===== src/rtl/rob_param.sv =====
// Reorder buffer with configurable depth and writeback channels: in-order retire,
// store-commit handshake with LS, mispredict rollback and writeback forwarding on queries.
module rob_param #(
  parameter int DEPTH      = 16,
  parameter int ID_W       = 5,
  parameter int NUM_WB     = 2,
  parameter int FULL_SLACK = 5
) (
  input  logic                 clk,
  input  logic                 rst,
  input  logic                 rdy,
  input  logic [ID_W-1:0]      q1_id,
  input  logic [ID_W-1:0]      q2_id,
  output logic                 q1_ready,
  output logic                 q2_ready,
  output logic [31:0]          v1,
  output logic [31:0]          v2,
  input  logic                 alloc_en,
  input  logic                 alloc_is_jump,
  input  logic                 alloc_pred_jump,
  input  logic                 alloc_is_store,
  input  logic [4:0]           alloc_rd,
  input  logic [31:0]          alloc_pc,
  input  logic [31:0]          alloc_rollback_pc,
  output logic [ID_W-1:0]      alloc_id,
  input  logic [NUM_WB-1:0]    wb_valid,
  input  logic [NUM_WB*ID_W-1:0] wb_id,
  input  logic [NUM_WB*32-1:0] wb_data,
  input  logic [NUM_WB-1:0]    wb_jump,
  input  logic [NUM_WB*32-1:0] wb_target,
  output logic                 commit_sign,
  output logic [4:0]           commit_rd,
  output logic [ID_W-1:0]      commit_id,
  output logic [31:0]          commit_data,
  output logic                 store_commit_valid,
  output logic [ID_W-1:0]      store_commit_id,
  input  logic                 store_ack,
  output logic                 pdt_en,
  output logic [31:0]          pdt_pc,
  output logic                 pdt_jump,
  output logic                 rollback_sign,
  output logic [31:0]          rollback_pc,
  output logic                 full_sign,
  output logic                 empty_sign
);

  localparam int AW = $clog2(DEPTH);
  localparam int CW = AW + 1;
  localparam logic [CW-1:0] FULL_TH = CW'(DEPTH - FULL_SLACK);

  typedef enum logic {RUN, STORE_WAIT} cstate_t;

  cstate_t          state, state_nxt;
  logic [AW-1:0]    head, tail;
  logic [CW-1:0]    count, count_nxt;

  logic [DEPTH-1:0] busy, ready_q, is_jmp, pred_jmp, is_st, jmp;
  logic [4:0]       rd_q   [DEPTH];
  logic [31:0]      pc_q   [DEPTH];
  logic [31:0]      rbpc_q [DEPTH];
  logic [31:0]      data_q [DEPTH];
  logic [31:0]      tgt_q  [DEPTH];

  logic [NUM_WB-1:0] wb_hit;
  logic retire_alu, retire_st, store_issue, retire, mispredict;

  function automatic logic [AW-1:0] id2slot(input logic [ID_W-1:0] id);
    logic [ID_W-1:0] s;
    s = id - ID_W'(1);
    return s[AW-1:0];
  endfunction

  function automatic logic [ID_W-1:0] slot2id(input logic [AW-1:0] slot);
    return ID_W'(slot) + ID_W'(1);
  endfunction

  assign alloc_id   = slot2id(tail);
  assign full_sign  = (count >= FULL_TH);
  assign empty_sign = (count == '0);

  // A writeback lands only on a live slot that is not being re-allocated this cycle.
  always_comb begin
    // NOTE: every always_comb output gets a default first so no latch is inferred.
    wb_hit = '0;
    for (int k = 0; k < NUM_WB; k++) begin
      wb_hit[k] = wb_valid[k] && (wb_id[k*ID_W +: ID_W] != '0)
                  && busy[id2slot(wb_id[k*ID_W +: ID_W])]
                  && !(alloc_en && (id2slot(wb_id[k*ID_W +: ID_W]) == tail));
    end
  end

  // Operand query with same-cycle forwarding; later channels override earlier ones.
  always_comb begin
    q1_ready = 1'b0;
    v1       = '0;
    q2_ready = 1'b0;
    v2       = '0;
    if (q1_id != '0) begin
      q1_ready = ready_q[id2slot(q1_id)];
      v1       = data_q[id2slot(q1_id)];
      for (int k = 0; k < NUM_WB; k++) begin
        if (wb_valid[k] && (wb_id[k*ID_W +: ID_W] == q1_id)) begin
          q1_ready = 1'b1;
          v1       = wb_data[k*32 +: 32];
        end
      end
    end
    if (q2_id != '0) begin
      q2_ready = ready_q[id2slot(q2_id)];
      v2       = data_q[id2slot(q2_id)];
      for (int k = 0; k < NUM_WB; k++) begin
        if (wb_valid[k] && (wb_id[k*ID_W +: ID_W] == q2_id)) begin
          q2_ready = 1'b1;
          v2       = wb_data[k*32 +: 32];
        end
      end
    end
  end

  always_comb begin
    state_nxt   = state;
    retire_alu  = 1'b0;
    retire_st   = 1'b0;
    store_issue = 1'b0;
    case (state)
      RUN: begin
        if (busy[head] && ready_q[head]) begin
          if (is_st[head]) begin
            store_issue = 1'b1;
            state_nxt   = STORE_WAIT;
          end else begin
            retire_alu = 1'b1;
          end
        end
      end
      STORE_WAIT: begin
        if (store_ack) begin
          retire_st = 1'b1;
          state_nxt = RUN;
        end
      end
    endcase
  end

  assign retire     = retire_alu | retire_st;
  assign mispredict = is_jmp[head] && (jmp[head] != pred_jmp[head]);
  assign count_nxt  = count + CW'(alloc_en) - CW'(retire);

  always_ff @(posedge clk) begin
    // NOTE: sequential state uses non-blocking assignments only, so every flop samples pre-edge values.
    if (rst) begin
      state <= RUN;
    end else if (rdy) begin
      state <= rollback_sign ? RUN : state_nxt;
    end
  end

  always_ff @(posedge clk) begin
    if (rst) begin
      head <= '0;  tail <= '0;  count <= '0;
      busy <= '0;  ready_q <= '0;  is_jmp <= '0;
      pred_jmp <= '0;  is_st <= '0;  jmp <= '0;
      commit_sign <= 1'b0;  commit_rd <= '0;  commit_id <= '0;  commit_data <= '0;
      store_commit_valid <= 1'b0;  store_commit_id <= '0;
      pdt_en <= 1'b0;  pdt_pc <= '0;  pdt_jump <= 1'b0;
      rollback_sign <= 1'b0;  rollback_pc <= '0;
    end else if (rdy) begin
      if (rollback_sign) begin
        // Flush cycle: drop everything in flight, including this cycle's alloc/writeback.
        head <= '0;  tail <= '0;  count <= '0;
        busy <= '0;  ready_q <= '0;  is_jmp <= '0;
        pred_jmp <= '0;  is_st <= '0;  jmp <= '0;
        commit_sign <= 1'b0;
        store_commit_valid <= 1'b0;
        pdt_en <= 1'b0;
        rollback_sign <= 1'b0;
      end else begin
        commit_sign   <= 1'b0;
        pdt_en        <= 1'b0;
        rollback_sign <= 1'b0;

        if (alloc_en) begin
          busy[tail]     <= 1'b1;
          ready_q[tail]  <= 1'b0;
          is_jmp[tail]   <= alloc_is_jump;
          pred_jmp[tail] <= alloc_pred_jump;
          is_st[tail]    <= alloc_is_store;
          jmp[tail]      <= 1'b0;
          tail           <= tail + AW'(1);
        end

        for (int k = 0; k < NUM_WB; k++) begin
          if (wb_hit[k]) begin
            ready_q[id2slot(wb_id[k*ID_W +: ID_W])] <= 1'b1;
            jmp[id2slot(wb_id[k*ID_W +: ID_W])]     <= wb_jump[k];
          end
        end

        if (retire_alu) begin
          if (rd_q[head] != '0) begin
            commit_sign <= 1'b1;
            commit_rd   <= rd_q[head];
            commit_id   <= slot2id(head);
            commit_data <= data_q[head];
          end
          if (is_jmp[head]) begin
            pdt_en   <= 1'b1;
            pdt_pc   <= pc_q[head];
            pdt_jump <= jmp[head];
          end
          if (mispredict) begin
            rollback_sign <= 1'b1;
            rollback_pc   <= jmp[head] ? tgt_q[head] : rbpc_q[head];
          end
        end

        if (store_issue) begin
          store_commit_valid <= 1'b1;
          store_commit_id    <= slot2id(head);
        end
        if (retire_st) begin
          store_commit_valid <= 1'b0;
        end

        if (retire) begin
          busy[head]    <= 1'b0;
          ready_q[head] <= 1'b0;
          head          <= head + AW'(1);
        end

        count <= count_nxt;
      end
    end
  end

  // NOTE: payload storage has no reset; busy/ready gate every use, so stale contents are harmless.
  always_ff @(posedge clk) begin
    if (rdy && !rst && !rollback_sign) begin
      if (alloc_en) begin
        rd_q[tail]   <= alloc_rd;
        pc_q[tail]   <= alloc_pc;
        rbpc_q[tail] <= alloc_rollback_pc;
        data_q[tail] <= '0;
      end
      for (int k = 0; k < NUM_WB; k++) begin
        if (wb_hit[k]) begin
          data_q[id2slot(wb_id[k*ID_W +: ID_W])] <= wb_data[k*32 +: 32];
          tgt_q[id2slot(wb_id[k*ID_W +: ID_W])]  <= wb_target[k*32 +: 32];
        end
      end
    end
  end

endmodule


===== config.mk =====
export PLATFORM = sky130hd
export DESIGN_NAME = rob_param
export DESIGN_NICKNAME = d
export VERILOG_FILES = /design/src/rtl/rob_param.sv
export SDC_FILE = /design/constraint.sdc
export NUM_CORES = 2
export LEC_CHECK = 0
export ABC_AREA = 1
export CAP_MARGIN = 20
export CELL_PAD_IN_SITES_DETAIL_PLACEMENT = 0
export CELL_PAD_IN_SITES_GLOBAL_PLACEMENT = 1
export CORE_MARGIN = 2
export CORE_UTILIZATION = 44
export CTS_CLUSTER_DIAMETER = 200
export DETAILED_ROUTE_END_ITERATION = 8
export PLACE_DENSITY_LB_ADDON = 0.05
export SYNTH_ARGS = -nofsm -noshare
export SYNTH_HDL_FRONTEND = slang
export SYNTH_SLANG_ARGS = --single-unit

===== constraint.sdc =====
create_clock -name clk -period 6.51 [get_ports clk]
set_input_delay 1.302 -clock clk [delete_from_list [all_inputs] [get_ports clk]]
set_output_delay 1.302 -clock clk [all_outputs]
set_load 0.01 [all_outputs]

==> run_results.csv <==
group,metric,value,unit
timing,period_needed,6.12,ns
timing,worst_pin_slew,1.20,ns
critical_path,crit_type,"input port to primary output",
layout,final_core_utilization,50.2,%
synthesis,ys_ff_latch,2358,
detailed_routing,drt-initial-drc-count,13200,
critical_path,worst_r2r_path_depth,14,
global_routing,via_count_of_the_first_global_routing_pass,94600,
clock_tree,cts-buffers-inserted,286,
critical_path,timing.reg2reg.setup_slack,1.95,ns
critical_path,end_kind,"primary output",
timing,setup_viol_count_final,0,
synthesis,synth_area_per_cell,9.25,µm²
timing,final_hold_viol_count,0,
hold_path,worstHoldPathCells,2,
clock_tree,clkLatencyLatePin,0.97,ns
timing,maxClockFrequency,0.163,GHz
timing,maxSlewViolCount,0,
timing,grt_setup_unrepaired,"no",
detailed_routing,post_drt_wl_per_cell,28.8,µm
timing,max_slew_margin,20.3,%
clock_tree,cts_num_sinks,2358,
die,area_enclosed_by_the_die_boundary,269000,µm²
die,die_height,519,µm
detailed_routing,number_of_detailed_route_iterations_in_the_first_pass,9,
synthesis,number_of_different_library_cells_in_the_post_synthesis_netlist,48,
timing,worst_clock_skew,0.0814,ns
job,drv_cap,0,
synthesis,syn-cell-area,117000,µm²
die,floorplan.initialDensity,44.1,%
layout,drive_above_1_share,6.23,%
global_routing,grt-ovfl-total,0,
placed_design,postPlaceCellArea,124000,µm²
detailed_routing,vias,101000,
detailed_routing,post_drt_via_cell_ratio,6.23,
critical_path,cp.required,5.21,ns
clock_tree,post-cts-setup-buffer-count,0,
placed_design,portBuffers,417,
synthesis,ys_dominant_reg_cell,"edfxtp_1",
power,power_per_cell_area,261,nW/µm²
die,ioPinCount,418,
die,core_area,265000,µm²
synthesis,synth_sequential_area_ratio,58.7,%
run_status,failed_checks,"DRC",
timing,fin_hold_ws,0.452,ns
layout,top_library_cells_by_usage_in_the_layout_fill_and_taps_aside,"2128 x edfxtp_1, 1960 x o21ai_0, 1802 x nand2_1",
clock_tree,clkSlewWorstSetupHoldPaths,0.06,ns
die,dieWidth,519,µm
global_routing,antenna_found_initial,46,
layout,flow.area_growth_from_synthesis,13.8,%
power,overall_power_of_the_completed_layout,0.0347,W
hold_path,worstHoldPathType,"flop to flop",
critical_path,timing.critical_path.arrival,4.82,ns
detailed_routing,postRouteWirelength,465000,µm
placed_design,hpwl,248000,µm
synthesis,synth_warnings,0,
clock_tree,post_cts_resize_count,0,
clock_tree,cts_buffer_depth,4,
clock_tree,clock-root-buffer,"clkbuf_16",
clock_tree,cts-htree-levels,5,
global_routing,largest_net_degree_at_the_start_of_global_routing,216,
clock_tree,cts-hold-fix-buffers,0,
synthesis,async_flop_share,0,%
synthesis,synth_nets,12900,
critical_path,worstPathMaxFanout,33,
layout,finalNetCount,12700,
run_status,run_status,"finished, violations left",
power,total_leakage_power,46.6,nW
clock_tree,tritoncts,"built",
placed_design,gp_congestion,0.914,
synthesis,synthesis.instances,12600,
layout,mostFrequentLayoutCell,"edfxtp_1",
global_routing,grt_first_pass_wirelength,662000,µm
detailed_routing,antenna_violating_nets_post_route,0,
critical_path,startpoint_type,"input port",
timing,layout_worst_path_cycle_share,94.1,%
die,cell_row_count,189,
detailed_routing,detail_route.drc_violations,5,
layout,postLayoutCellArea,133000,µm²
global_routing,grtUsageTotal,33.3,%
power,power.ir.vdd_worst,0.302,mV
synthesis,synth_edf_count,2128,
-- worst paths after layout --
path                      startpoint                  to
setup reg to reg             head[1]     rollback_pc[31]
setup / recovery            wb_id[1]              v2[28]
hold / removal    store_commit_id[4]  store_commit_id[4]
hold reg to reg   store_commit_id[4]  store_commit_id[4]
-- where the power goes --
part           total (W)  switching [W]  internal (W)
clock network     0.0153        0.00633       0.00896
registers         0.0166      0.0000428        0.0165
logic            0.00282        0.00194      0.000877
-- metal layers --
layer,share of wire (%),up-vias,global-route usage [%]
li1,-,44700,-
met1,40,49000,44.2
met2,45,5794,51.8
met3,10,1218,6.76
met4,5.2,38,16.7
met5,0.052,-,0
-- flip-flops by register name, summed over array words and instances (netlist names), 16 cells and up, named ones only --
signal / cells
commit_data: 32
busy: 16
jmp: 16
pred_jmp: 16
is_jmp: 16
tgt_q: 512
pc_q: 512
ready_q: 16
is_st: 16
data_q: 512
rd_q: 80
rbpc_q: 512
pdt_pc: 32
rollback_pc: 32
-- stage by stage --
step                      instances  worst slack (ns)  TNS, ns
final                         16200             0.386        0
after global routing          16200             0.280        0
after CTS                     16100             0.583        0
after detailed placement      15700             0.603        0
after global placement        15700             0.652        0
after floorplan               12600           -0.0127    -4.06
-- cells in the mapped netlist, drive strengths merged, types with 4 or more instances --
cell / count / share of area (%)
inv: 667 / 2.1
nand3: 619 / 2.7
nor2: 1353 / 4.4
nor4: 9 / 0.048
xor2: 6 / 0.045
clkinv: 6 / 0.019
buf: 401 / 1.6
o211ai: 398 / 2.6
nor3: 27 / 0.12
a31oi: 4 / 0.021
nand3b: 16 / 0.10
o22ai: 655 / 3.5
nand4: 39 / 0.29
dfxtp: 230 / 3.9
a21oi: 1270 / 5.4
a211oi: 11 / 0.071
clkbuf: 772 / 2.5
ha: 28 / 0.30
nand2: 1826 / 5.9
edfxtp: 2128 / 55
or2: 45 / 0.24
o21ai: 1974 / 8.5
a22oi: 124 / 0.80
-- cell type report --
type | instances | area (µm²)
multi-input combinational | 8420 | 41600
tap | 3533 | 4420
clock inverter | 117 | 1090
antenna | 21 | 52.6
inverter | 673 | 2580
timing repair buffer | 669 | 6960
sequential | 2358 | 68500
fill | 24200 | 132000
clock buffer | 375 | 7680
-- critical path, stage by stage --
cell,delay [ns]
clkdlybuf4s50_1,0.70
inv_1,0.19
o22ai_1,0.18
inv_1,0.09
o2111ai_4,0.16
buf_4,0.69
nand3_1,0.21
a21oi_1,0.59
clkdlybuf4s50_1,0.67
-- cells by family (layout without fill, tap and decap cells) --
group,count (synthesis),after routing,share of synthesized area (%)
AOI/OAI and AO/OA,4446,4446,20.9
and+or+nand+nor,3935,3935,13.7
DFF,2358,2358,58.7
buffers and inverters,1846,1834,6.23
adders and majority gates,29,29,0.317
xor gates and xnor gates,9,9,0.0740
muxes,1,1,0.00857
other,0,21,0
Note: power is estimated with default switching activity, not from simulation.
